[config.mk]
export PLATFORM = sky130hd
export DESIGN_NAME = alu_seq
export DESIGN_NICKNAME = d
export VERILOG_FILES = /design/src/rtl/alu_pkg.sv /design/src/rtl/alu_mul_seq.sv /design/src/rtl/alu_seq.sv
export SDC_FILE = /design/constraint.sdc
export NUM_CORES = 1
export LEC_CHECK = 0
export CAP_MARGIN = 20
export CORE_ASPECT_RATIO = 1.1
export CORE_UTILIZATION = 35
export CTS_CLUSTER_DIAMETER = 100
export CTS_CLUSTER_SIZE = 20
export DETAILED_ROUTE_END_ITERATION = 6
export SYNTH_ARGS = -nofsm -noshare
export SYNTH_HDL_FRONTEND = slang
export SYNTH_SLANG_ARGS = --single-unit
[constraint.sdc]
create_clock -name clk -period 2.86 [get_ports clk]
set_clock_uncertainty 0.05 [all_clocks]
set_input_delay 0.858 -clock clk [delete_from_list [all_inputs] [get_ports clk]]
set_output_delay 0.858 -clock clk [all_outputs]
set_load 0.02 [all_outputs]
[src/rtl/alu_pkg.sv]
// Shared types for the sequential ALU: op encodings, flag layout and control states.
package alu_pkg;

  localparam int ALU_OP_W = 3;

  // The first four encodings match the older 2-bit combinational ALU.
  typedef enum logic [ALU_OP_W-1:0] {
    OP_PASS = 3'b000,
    OP_ADD  = 3'b001,
    OP_SUB  = 3'b010,
    OP_CLR  = 3'b011,
    OP_AND  = 3'b100,
    OP_OR   = 3'b101,
    OP_XOR  = 3'b110,
    OP_MUL  = 3'b111
  } alu_op_e;

  typedef struct packed {
    logic n;
    logic v;
    logic c;
    logic z;
  } alu_flags_t;

  typedef enum logic {
    IDLE     = 1'b0,
    MUL_BUSY = 1'b1
  } alu_state_e;

endpackage

[src/rtl/alu_mul_seq.sv]
// Unsigned shift-add multiplier: one partial-product step per cycle, WIDTH steps.
// prod carries the value after the current step, so it holds the full product while done=1.
module alu_mul_seq #(
  parameter int WIDTH = 8
) (
  input  logic                 clk,
  input  logic                 rst_n,
  input  logic                 start,
  input  logic [WIDTH-1:0]     a,
  input  logic [WIDTH-1:0]     b,
  output logic                 done,
  output logic [2*WIDTH-1:0]   prod
);

  localparam int CNT_W = $clog2(WIDTH);
  localparam logic [CNT_W-1:0] LAST_ITER = CNT_W'(WIDTH - 1);

  logic                 busy_reg;
  logic [CNT_W-1:0]     cnt_reg;
  logic [WIDTH-1:0]     mcand_reg;
  logic [2*WIDTH-1:0]   prod_reg;

  logic [WIDTH-1:0]     addend;
  logic [WIDTH:0]       acc_sum;
  logic [2*WIDTH-1:0]   prod_step;

  // Upper half accumulates; lower half holds the multiplier bits still to be consumed.
  always_comb begin
    addend    = prod_reg[0] ? mcand_reg : '0;
    acc_sum   = {1'b0, prod_reg[2*WIDTH-1:WIDTH]} + {1'b0, addend};
    prod_step = {acc_sum, prod_reg[WIDTH-1:1]};
  end

  assign done = busy_reg && (cnt_reg == LAST_ITER);
  assign prod = prod_step;

  always_ff @(posedge clk or negedge rst_n) begin
    if (!rst_n) begin
      busy_reg  <= 1'b0;
      cnt_reg   <= '0;
      mcand_reg <= '0;
      prod_reg  <= '0;
    end else if (start) begin
      busy_reg  <= 1'b1;
      cnt_reg   <= '0;
      mcand_reg <= a;
      prod_reg  <= {{WIDTH{1'b0}}, b};
    end else if (busy_reg) begin
      prod_reg <= prod_step;
      if (cnt_reg == LAST_ITER) begin
        busy_reg <= 1'b0;
        cnt_reg  <= '0;
      end else begin
        cnt_reg <= cnt_reg + 1'b1;
      end
    end
  end

endmodule

[src/rtl/alu_seq.sv]
// Registered ALU with valid/ready on both sides; single-cycle ops complete on the accept
// edge, MUL runs through the shift-add sub-module and completes WIDTH edges later.
module alu_seq
  import alu_pkg::*;
#(
  parameter int WIDTH  = 8,
  parameter bit MUL_EN = 1'b1
) (
  input  logic                clk,
  input  logic                rst_n,
  input  logic                in_valid,
  output logic                in_ready,
  input  logic [WIDTH-1:0]    a,
  input  logic [WIDTH-1:0]    b,
  input  logic [ALU_OP_W-1:0] op,
  output logic                out_valid,
  input  logic                out_ready,
  output logic [WIDTH-1:0]    result,
  output logic [3:0]          flags
);

  alu_state_e   state_reg, state_next;
  logic         out_valid_reg, out_valid_next;
  logic [WIDTH-1:0] result_reg, result_next;
  alu_flags_t   flags_reg, flags_next;

  alu_op_e      op_e;
  logic         accept;
  logic         mul_sel;
  logic         mul_start;
  logic         mul_done;
  logic [2*WIDTH-1:0] mul_prod;

  logic [WIDTH:0]   sum_ext;
  logic [WIDTH:0]   diff_ext;
  logic [WIDTH-1:0] alu_res;
  logic             alu_c;
  logic             alu_v;
  alu_flags_t       alu_flags;
  alu_flags_t       mul_flags;

  assign op_e    = alu_op_e'(op);
  assign mul_sel = MUL_EN && (op_e == OP_MUL);
  // Gated by rst_n so the port reads 0 while reset is held and 1 as soon as it lifts.
  assign in_ready = rst_n && (state_reg == IDLE) && (!out_valid_reg || out_ready);
  assign accept   = in_valid && in_ready;

  assign out_valid = out_valid_reg;
  assign result    = result_reg;
  assign flags     = flags_reg;

  generate
    if (MUL_EN) begin : g_mul
      alu_mul_seq #(.WIDTH(WIDTH)) u_mul (
        .clk   (clk),
        .rst_n (rst_n),
        .start (mul_start),
        .a     (a),
        .b     (b),
        .done  (mul_done),
        .prod  (mul_prod)
      );
    end else begin : g_no_mul
      assign mul_done = 1'b0;
      assign mul_prod = '0;
    end
  endgenerate

  // Single-cycle datapath; the extra adder bit yields carry (ADD) or borrow (SUB).
  always_comb begin
    sum_ext  = {1'b0, a} + {1'b0, b};
    diff_ext = {1'b0, a} - {1'b0, b};
    alu_res  = '0;
    alu_c    = 1'b0;
    alu_v    = 1'b0;
    case (op_e)
      OP_PASS: alu_res = a;
      OP_ADD: begin
        alu_res = sum_ext[WIDTH-1:0];
        alu_c   = sum_ext[WIDTH];
        alu_v   = (a[WIDTH-1] == b[WIDTH-1]) && (sum_ext[WIDTH-1] != a[WIDTH-1]);
      end
      OP_SUB: begin
        alu_res = diff_ext[WIDTH-1:0];
        alu_c   = diff_ext[WIDTH];
        alu_v   = (a[WIDTH-1] != b[WIDTH-1]) && (diff_ext[WIDTH-1] != a[WIDTH-1]);
      end
      OP_CLR:  alu_res = '0;
      OP_AND:  alu_res = a & b;
      OP_OR:   alu_res = a | b;
      OP_XOR:  alu_res = a ^ b;
      OP_MUL:  alu_res = a;  // only reaches the output when the multiplier is absent
      default: alu_res = a;
    endcase
    alu_flags.n = alu_res[WIDTH-1];
    alu_flags.v = alu_v;
    alu_flags.c = alu_c;
    alu_flags.z = (alu_res == '0);

    mul_flags.n = mul_prod[WIDTH-1];
    mul_flags.v = 1'b0;
    mul_flags.c = |mul_prod[2*WIDTH-1:WIDTH];
    mul_flags.z = (mul_prod[WIDTH-1:0] == '0);
  end

  always_comb begin
    state_next     = state_reg;
    out_valid_next = out_valid_reg && !out_ready;
    result_next    = result_reg;
    flags_next     = flags_reg;
    mul_start      = 1'b0;
    case (state_reg)
      IDLE: begin
        if (accept) begin
          if (mul_sel) begin
            mul_start  = 1'b1;
            state_next = MUL_BUSY;
          end else begin
            out_valid_next = 1'b1;
            result_next    = alu_res;
            flags_next     = alu_flags;
          end
        end
      end
      MUL_BUSY: begin
        if (mul_done) begin
          state_next     = IDLE;
          out_valid_next = 1'b1;
          result_next    = mul_prod[WIDTH-1:0];
          flags_next     = mul_flags;
        end
      end
      default: state_next = IDLE;
    endcase
  end

  always_ff @(posedge clk or negedge rst_n) begin
    if (!rst_n) begin
      state_reg     <= IDLE;
      out_valid_reg <= 1'b0;
      result_reg    <= '0;
      flags_reg     <= '0;
    end else begin
      state_reg     <= state_next;
      out_valid_reg <= out_valid_next;
      result_reg    <= result_next;
      flags_reg     <= flags_next;
    end
  end

endmodule

==> results of run 1 <==
[where the power goes]
group / total, W / switching, W / internal [W] / leakage (nW)
logic: 0.00199 / 0.00103 / 0.000968 / 1.93
clock network: 0.000479 / 0.000218 / 0.000262 / 0.0585
registers: 0.00101 / 0.000178 / 0.000836 / 0.508
[metrics by stage]
step | util, % | hold slack, ns | instances | setup TNS (ns) | worst slack, ns
3_3_place_gp | 49.2 | 0.406 | 678 | -5.06 | -0.592
5_1_grt | 53.7 | 0.468 | 694 | -0.00988 | -0.00887
2_1_floorplan | - | 0.392 | 429 | -0.00388 | -0.00388
6_report | 53.7 | 0.430 | 694 | 0 | 0.0671
3_5_place_dp | 49.2 | 0.414 | 678 | -5.64 | -0.667
4_1_cts | 52.5 | 0.433 | 691 | 0 | 0.0164
[kinds of logic after synthesis]
logic type | share of synthesized area [%]
mux | 7.87
flops | 28.2
compound gates | 23.7
buf+inv | 6.98
fa+ha+maj | 13.7
xor+xnor | 0.963
simple gates | 18.6
[what timing repair did]
| action | in CTS | in global routing |
|---|---|---|
| hold buffers | 0 | 0 |
| hold endpoints to repair | 0 | 0 |
| gates resized for setup | 68 | 33 |
| setup buffers | 5 | 3 |
| endpoints found under the setup margin | 10 | 7 |
| pin swaps | 23 | 13 |
[per-layer routing]
| layer | share of wire, % | wire length, um |
|---|---|---|
| met5 | 0 | 0 |
| met4 | 2.9 | 332 |
| met3 | 2.9 | 329 |
| met2 | 51 | 5800 |
| met1 | 43 | 4920 |
[area by class of cell]
type,instances,area [um2]
clock inverters,3,43.8
multi-input cells,330,2660
well taps,120,150
inverters,36,135
repair buffers,159,1280
clock buffers,5,68.8
flip-flops and latches,41,1030
fillers,935,4620
[cell usage in the layout, fill, tap and decap left out, drive strengths merged, types with 15 or more instances in the layout]
master / n
nor2: 30
nand2: 41
dfrtp: 41
clkdlybuf4s50: 19
buf: 124
nor3: 15
o21ai: 38
a21oi: 20
ha: 35
inv: 36
mux2i: 16
[critical path: cells and delay by family]
family | cells | cell delay [ns]
buf+inv | 2 | 0.40
fa+ha+maj | 1 | 0.21
simple gates | 2 | 0.59
compound gates | 3 | 0.91
[final timing paths]
check	from	endpoint	slack, ns	cells after the start
setup / recovery	a[4]	result[7]	0.07	8
max in group asynchronous	rst_n	g_mul.u_mul.busy_reg	1.79	2
min in group asynchronous	rst_n	g_mul.u_mul.prod_reg[3]	0.60	2
setup reg to reg	g_mul.u_mul.prod_reg[0]	flags[1]	0.17	10
hold reg to reg	g_mul.u_mul.mcand_reg[6]	g_mul.u_mul.mcand_reg[6]	0.43	2
hold / removal	g_mul.u_mul.mcand_reg[6]	g_mul.u_mul.mcand_reg[6]	0.43	2
==> summary.md, run 1 <==
The flow ran to the end, and the final reports show no timing, DRC or antenna violations. met2 is the most crowded layer. For met3 alone, demand over resource in global routing was 1.86%.

The required time of the critical path was 3.05 ns; the maximum vdd drop was 263 uV. Entering global routing, the biggest net connects 42 pins. The most used flip-flop cell after synthesis is sky130_fd_sc_hd__dfrtp_1. Global routing consumed, over all layers together, 22.3% of the routing resources. The logs give 0.30 ns for the clock latency on the worst-skew pair and 38 for the number of core rows. By count the netlist is led by sky130_fd_sc_hd__dfrtp_1 (41), sky130_fd_sc_hd__nand2_1 (41), sky130_fd_sc_hd__ha_1 (35), sky130_fd_sc_hd__o21ai_0 (35), sky130_fd_sc_hd__inv_1 (31).

The floorplan step defined a die boundary enclosing 10,800 um2. Relative to the synthesized area, the layout overhead comes to 47.4%. Cells with a size suffix above 1 make up 37.6% of the layout. Setup violations remaining at the end of the flow were counted as 0. The peak clock frequency supported by timing came out at 0.358 GHz. The worst setup path is captured at a flop. The via count of the first global-routing pass is 3,861. Clock tree synthesis selected as its root buffer the cell sky130_fd_sc_hd__clkbuf_8.

By startpoint and endpoint, the worst setup path is classified as primary input to flop. The number of distinct library cells after synthesis was 64. Synthesis handed over a netlist of 429 instances. The die is 99.2 um wide. The total overflow left after global routing is 0. In this design, the stage delay of the slowest critical-path cell is 0.52 ns. Ranked by total cell area, the synthesized netlist is headed by sky130_fd_sc_hd__dfrtp_1 (28%), sky130_fd_sc_hd__ha_1 (12%), sky130_fd_sc_hd__o21ai_0 (4.8%). The final layout contains 634 nets. The total leakage power is 2.49 nW.

Traced cell by cell, the critical path runs through dlygate4sd2_1 -> buf_4 -> ha_1 -> a221o_1 -> a221oi_4 -> nor3_2 -> or4b_4 -> a21oi_2. The count of yosys warnings during synthesis was 0; the power density relative to cell area was 650 nW/um2. Library cell occupying the most area in the post-synthesis netlist: sky130_fd_sc_hd__dfrtp_1. The count of port buffers added during placement came out at 36. The number of antenna diodes in the final layout is 0. The hold violation count in the final report came out at 0. At the pin with the least slew margin, the transition time is 0.536 ns. After floorplanning, the core was sized to cover 9980 um2. The tools report the number of routed nets with antenna violations as 0. The met1 routing resource usage after global routing was 26.6%.

After detailed routing, the total wire length is 11,400 um. Along the worst path, the maximum fanout reaches 4. The vias per cell was 5.33. The logs give 490 for the net count after synthesis and 5360 um2 for the post-route standard cell area excluding fillers.

The final-report max-slew violation count was 0; the first-pass GRT wire length was 18,800 um. The tools report the number of DRC markers in iteration 0 as 132. In this run the mean area of a mapped cell was 8.48 um2. TritonCTS built the clock tree.

Initial antenna violation count: 0. The netlist area before placement is 3640 um2. The height of the chip works out to 109 um. The routed wire length per instance was 16.4 um; the final critical-path required period was 2.79 ns. The count of maximum capacitance violations is 0, and the number of flip-flops and latches in the synthesized netlist is 41. The clock-pin slew on the worst setup and hold paths works out to 0.09 ns.

Headroom to the max-slew limit came out at 64.2%. Final total power: 0.00349 W. The maximum clock path buffer count came out at 2. Sequential cells were found to cover 28.2% of the synthesized design area. Data arrives at the worst endpoint at 2.98 ns. After detailed routing, the number of remaining DRC violations is 0. The fraction of met2 tracks used by global routing came out at 41.6%.

The number of vias in the routed layout came out at 3,699. The H-tree depth is 2. For the placer's final routability congestion estimate, the log shows 0.923. The tools report the initial core utilization as 36.4%. Counting every sink on the clock net gives 41. On the critical path, the stage with the largest delay is an instance of sky130_fd_sc_hd__or4b_4. The number of top-level pins was 37; the number of iterations in the first detailed-routing pass was 4. The synthesized design contains 0 enable-type register cells.

The placed instances occupy a cell area of 4910 um2. The worst setup path is launched from a primary input. The share of the cycle needed by the critical path after routing was 97.7%; the fraction of synthesized cell area taken by the top area cell type was 28.2%. Detailed placement finished with a half-perimeter wire length of 8910 um.

After synthesis, the share of flip-flops with an asynchronous set or reset is 100%. Class of the worst hold path: flop to flop. For the number of buffers created by CTS, the log shows 5.

The register with the most flip-flops in the layout has 16 of them.
Note: power is estimated with default switching activity, not from simulation.
==> run 2, diff against run 1 <==
--- a/config.mk
+++ b/config.mk
@@ -11,6 +11,8 @@
 export CTS_CLUSTER_DIAMETER = 100
 export CTS_CLUSTER_SIZE = 20
 export DETAILED_ROUTE_END_ITERATION = 6
+export RECOVER_POWER = 25
+export SKIP_CTS_REPAIR_TIMING = 1
 export SYNTH_ARGS = -nofsm -noshare
 export SYNTH_HDL_FRONTEND = slang
 export SYNTH_SLANG_ARGS = --single-unit
==> summary.md, run 2 (synthesized netlist as in run 1, its figures left out) <==
By instance count, the cell type seen most on the critical path is sky130_fd_sc_hd__a221o_1. Sum of routed wire length over all layers: 11,300 um (-0.33%). The area growth from synthesis to layout is 48.5%.

The class of the worst hold path was flop to flop. Worst setup margin: 0.0481 ns (-0.0190 ns). STA classifies the critical path endpoint as a flop. The via count of the first global-routing pass is 3,754 (-2.8%). The maximum clock path buffer count was 2 (unchanged). The final-report max-slew violation count was 0 (unchanged).

For the sequential cell area in the final layout, the log shows 1030 um2 (unchanged). The number of nets in the final layout is 632 (-0.32%), and the clock-pin slew on the worst setup and hold paths is 0.09 ns (about the same). TritonCTS built the clock tree. The biggest cell delay along the critical path works out to 0.46 ns (-0.06 ns).

The logs give 37 (unchanged) for the number of top-level pins and 0 (unchanged) for the antenna cell count. The tools report the number of DRC markers in iteration 0 as 118 (-11%). The logs give 5400 um2 (+0.75%) for the post-route standard cell area excluding fillers and 42 (unchanged) for the pin count of the biggest net entering global routing. Leaving out fill and tap cells, the most frequent cell in the layout is sky130_fd_sc_hd__buf_4. The aggregate negative setup slack is 0 ns (unchanged), and the tightest slew margin relative to the limit is 31.9% (-32 points). Maximum vdd drop: 262 uV (-0.48%).

The hold violation count in the final report came out at 0 (unchanged). The flip-flop count of the largest register after layout is 16 (unchanged). The type of the worst setup path was primary input to flop. The sink count of the clock tree is 41 (unchanged).

The count of port buffers added during placement was 36 (unchanged). The arrival time of data at the critical path endpoint was 2.97 ns (about the same); the remaining global-route overflow was 0 (unchanged). The tools report the clock latency on the worst-skew pair as 0.30 ns (about the same). For the pre-CTS setup slack, the log shows -0.667 ns (unchanged). Walking the worst path, the cells encountered are dlymetal6s2s_1 -> buf_4 -> ha_1 -> a221o_1 -> a221o_1 -> o31a_1 -> nor3b_4 -> o41ai_2. The number of routed nets with antenna violations came out at 0 (unchanged). The number of iterations in the first detailed-routing pass is 4 (unchanged), and the total track usage is 21.6% (-0.78 points).

The logs give 36.4% (unchanged) for the initial core utilization and 9980 um2 (unchanged) for the placeable core region. Routed wire length per instance: 16.4 um (about the same). Required time of the critical path: 3.01 ns (-0.04 ns). The filler cell count was 929 (-0.64%). The standard cell with the maximum stage delay on the critical path was sky130_fd_sc_hd__a221o_1.

The vias per cell works out to 5.35 (+0.45%). The count of maximum capacitance violations is 0 (unchanged). The count of endpoints failing setup in the final report was 0 (unchanged); the number of buffers created by CTS was 5 (unchanged). The total leakage power came out at 2.61 nW (+4.7%). Initial antenna violation count: 0 (unchanged). The floorplan die area was 10,800 um2 (unchanged). The placer's final routability congestion estimate came out at 0.923 (unchanged).

The area of the multi-input gates came out at 2670 um2 (+0.38%). The number of remaining DRC errors came out at 0 (unchanged). The tools report the number of cells after detailed placement as 678 (unchanged). The tools report the H-tree depth as 2 (unchanged).

For the total cell area at the placement stage, the log shows 4910 um2 (unchanged). The peak clock frequency supported by timing is 0.356 GHz (-0.68%), and the height of the chip is 109 um (unchanged). STA classifies the critical path startpoint as a primary input. The run finished with clean final reports.

The final critical-path required period is 2.81 ns (+0.0190 ns). The share of cells above drive strength 1 works out to 37.2% (-0.39 points). The first-pass GRT wire length was 18,200 um (-2.9%). The critical-path maximum fanout works out to 4 (unchanged). The power density relative to cell area was 646 nW/um2 (-0.68%).

The run gives 0.00349 W (about the same) as the final total power. The detailed-placement wirelength estimate is 8910 um (unchanged). In the layout the commonest cells are sky130_fd_sc_hd__buf_4 (118), sky130_fd_sc_hd__dfrtp_1 (41), sky130_fd_sc_hd__nand2_1 (40). The horizontal extent of the die is 99.2 um (unchanged), and the number of vias in the routed layout is 3,705 (+0.16%). The slew of the pin with the lowest slew margin was 1.02 ns (+0.485 ns). For the number of core rows, the log shows 38 (unchanged).

The tools report the count of non-filler cells in the finished layout as 692 (-0.29%). The buffer cell driving the clock tree root was sky130_fd_sc_hd__clkbuf_8. The share of the cycle needed by the critical path after routing was 98.3% (+0.66 points).
[run 2: metal layers]
layer | vias up | global-route usage (%) | part of all wire (%)
met5 | - | 0 | 0
met1 | 1775 | 26.0 | 43
met2 | 88 | 40.4 | 52
met4 | 0 | 6.93 | 2.9
met3 | 22 | 1.79 | 2.3
li1 | 1820 | - | -
[run 2: final cells by class]
cell class / instances / share of cell area, %
inverters: 36 / 2.50
clock buffers: 5 / 1.27
well taps: 120 / 2.78
flip-flops and latches: 41 / 19.0
multi-input cells: 330 / 49.5
clock inverters: 3 / 0.811
repair buffers: 157 / 24.2
[run 2: worst paths after layout]
kind | cells past startpoint | startpoint | to | slack [ns]
setup reg to reg | 9 | g_mul.u_mul.prod_reg[0] | flags[1] | 0.18
min in group asynchronous | 2 | rst_n | g_mul.u_mul.prod_reg[10] | 0.82
hold / removal | 2 | g_mul.u_mul.mcand_reg[6] | g_mul.u_mul.mcand_reg[6] | 0.43
max in group asynchronous | 2 | rst_n | out_valid | 1.30
setup / recovery | 8 | a[4] | flags[0] | 0.05
hold reg to reg | 2 | g_mul.u_mul.mcand_reg[6] | g_mul.u_mul.mcand_reg[6] | 0.43
[run 2: worst max-delay path, delay by kind of cell]
| kind | cells | cell delay [ns] |
|---|---|---|
| adder cells (fa/ha/maj) | 1 | 0.21 |
| AO/OA/AOI/OAI | 4 | 1.44 |
| AND/OR/NAND/NOR | 1 | 0.16 |
| buffers and inverters | 2 | 0.30 |
[run 2: where the power goes]
| part | leakage, nW | internal [W] | switching (W) |
|---|---|---|---|
| sequential | 0.508 | 0.000836 | 0.000177 |
| combinational | 2.05 | 0.000971 | 0.00102 |
| clock | 0.0585 | 0.000262 | 0.000219 |
| total | 2.61 | 0.00207 | 0.00142 |
[run 2: metrics by stage]
step / utilization (%) / hold slack [ns]
after floorplan: - / 0.392
after global placement: 49.2 / 0.406
after detailed placement: 49.2 / 0.414
after CTS: 50.3 / 0.433
after global routing: 54.1 / 0.468
final: 54.1 / 0.429
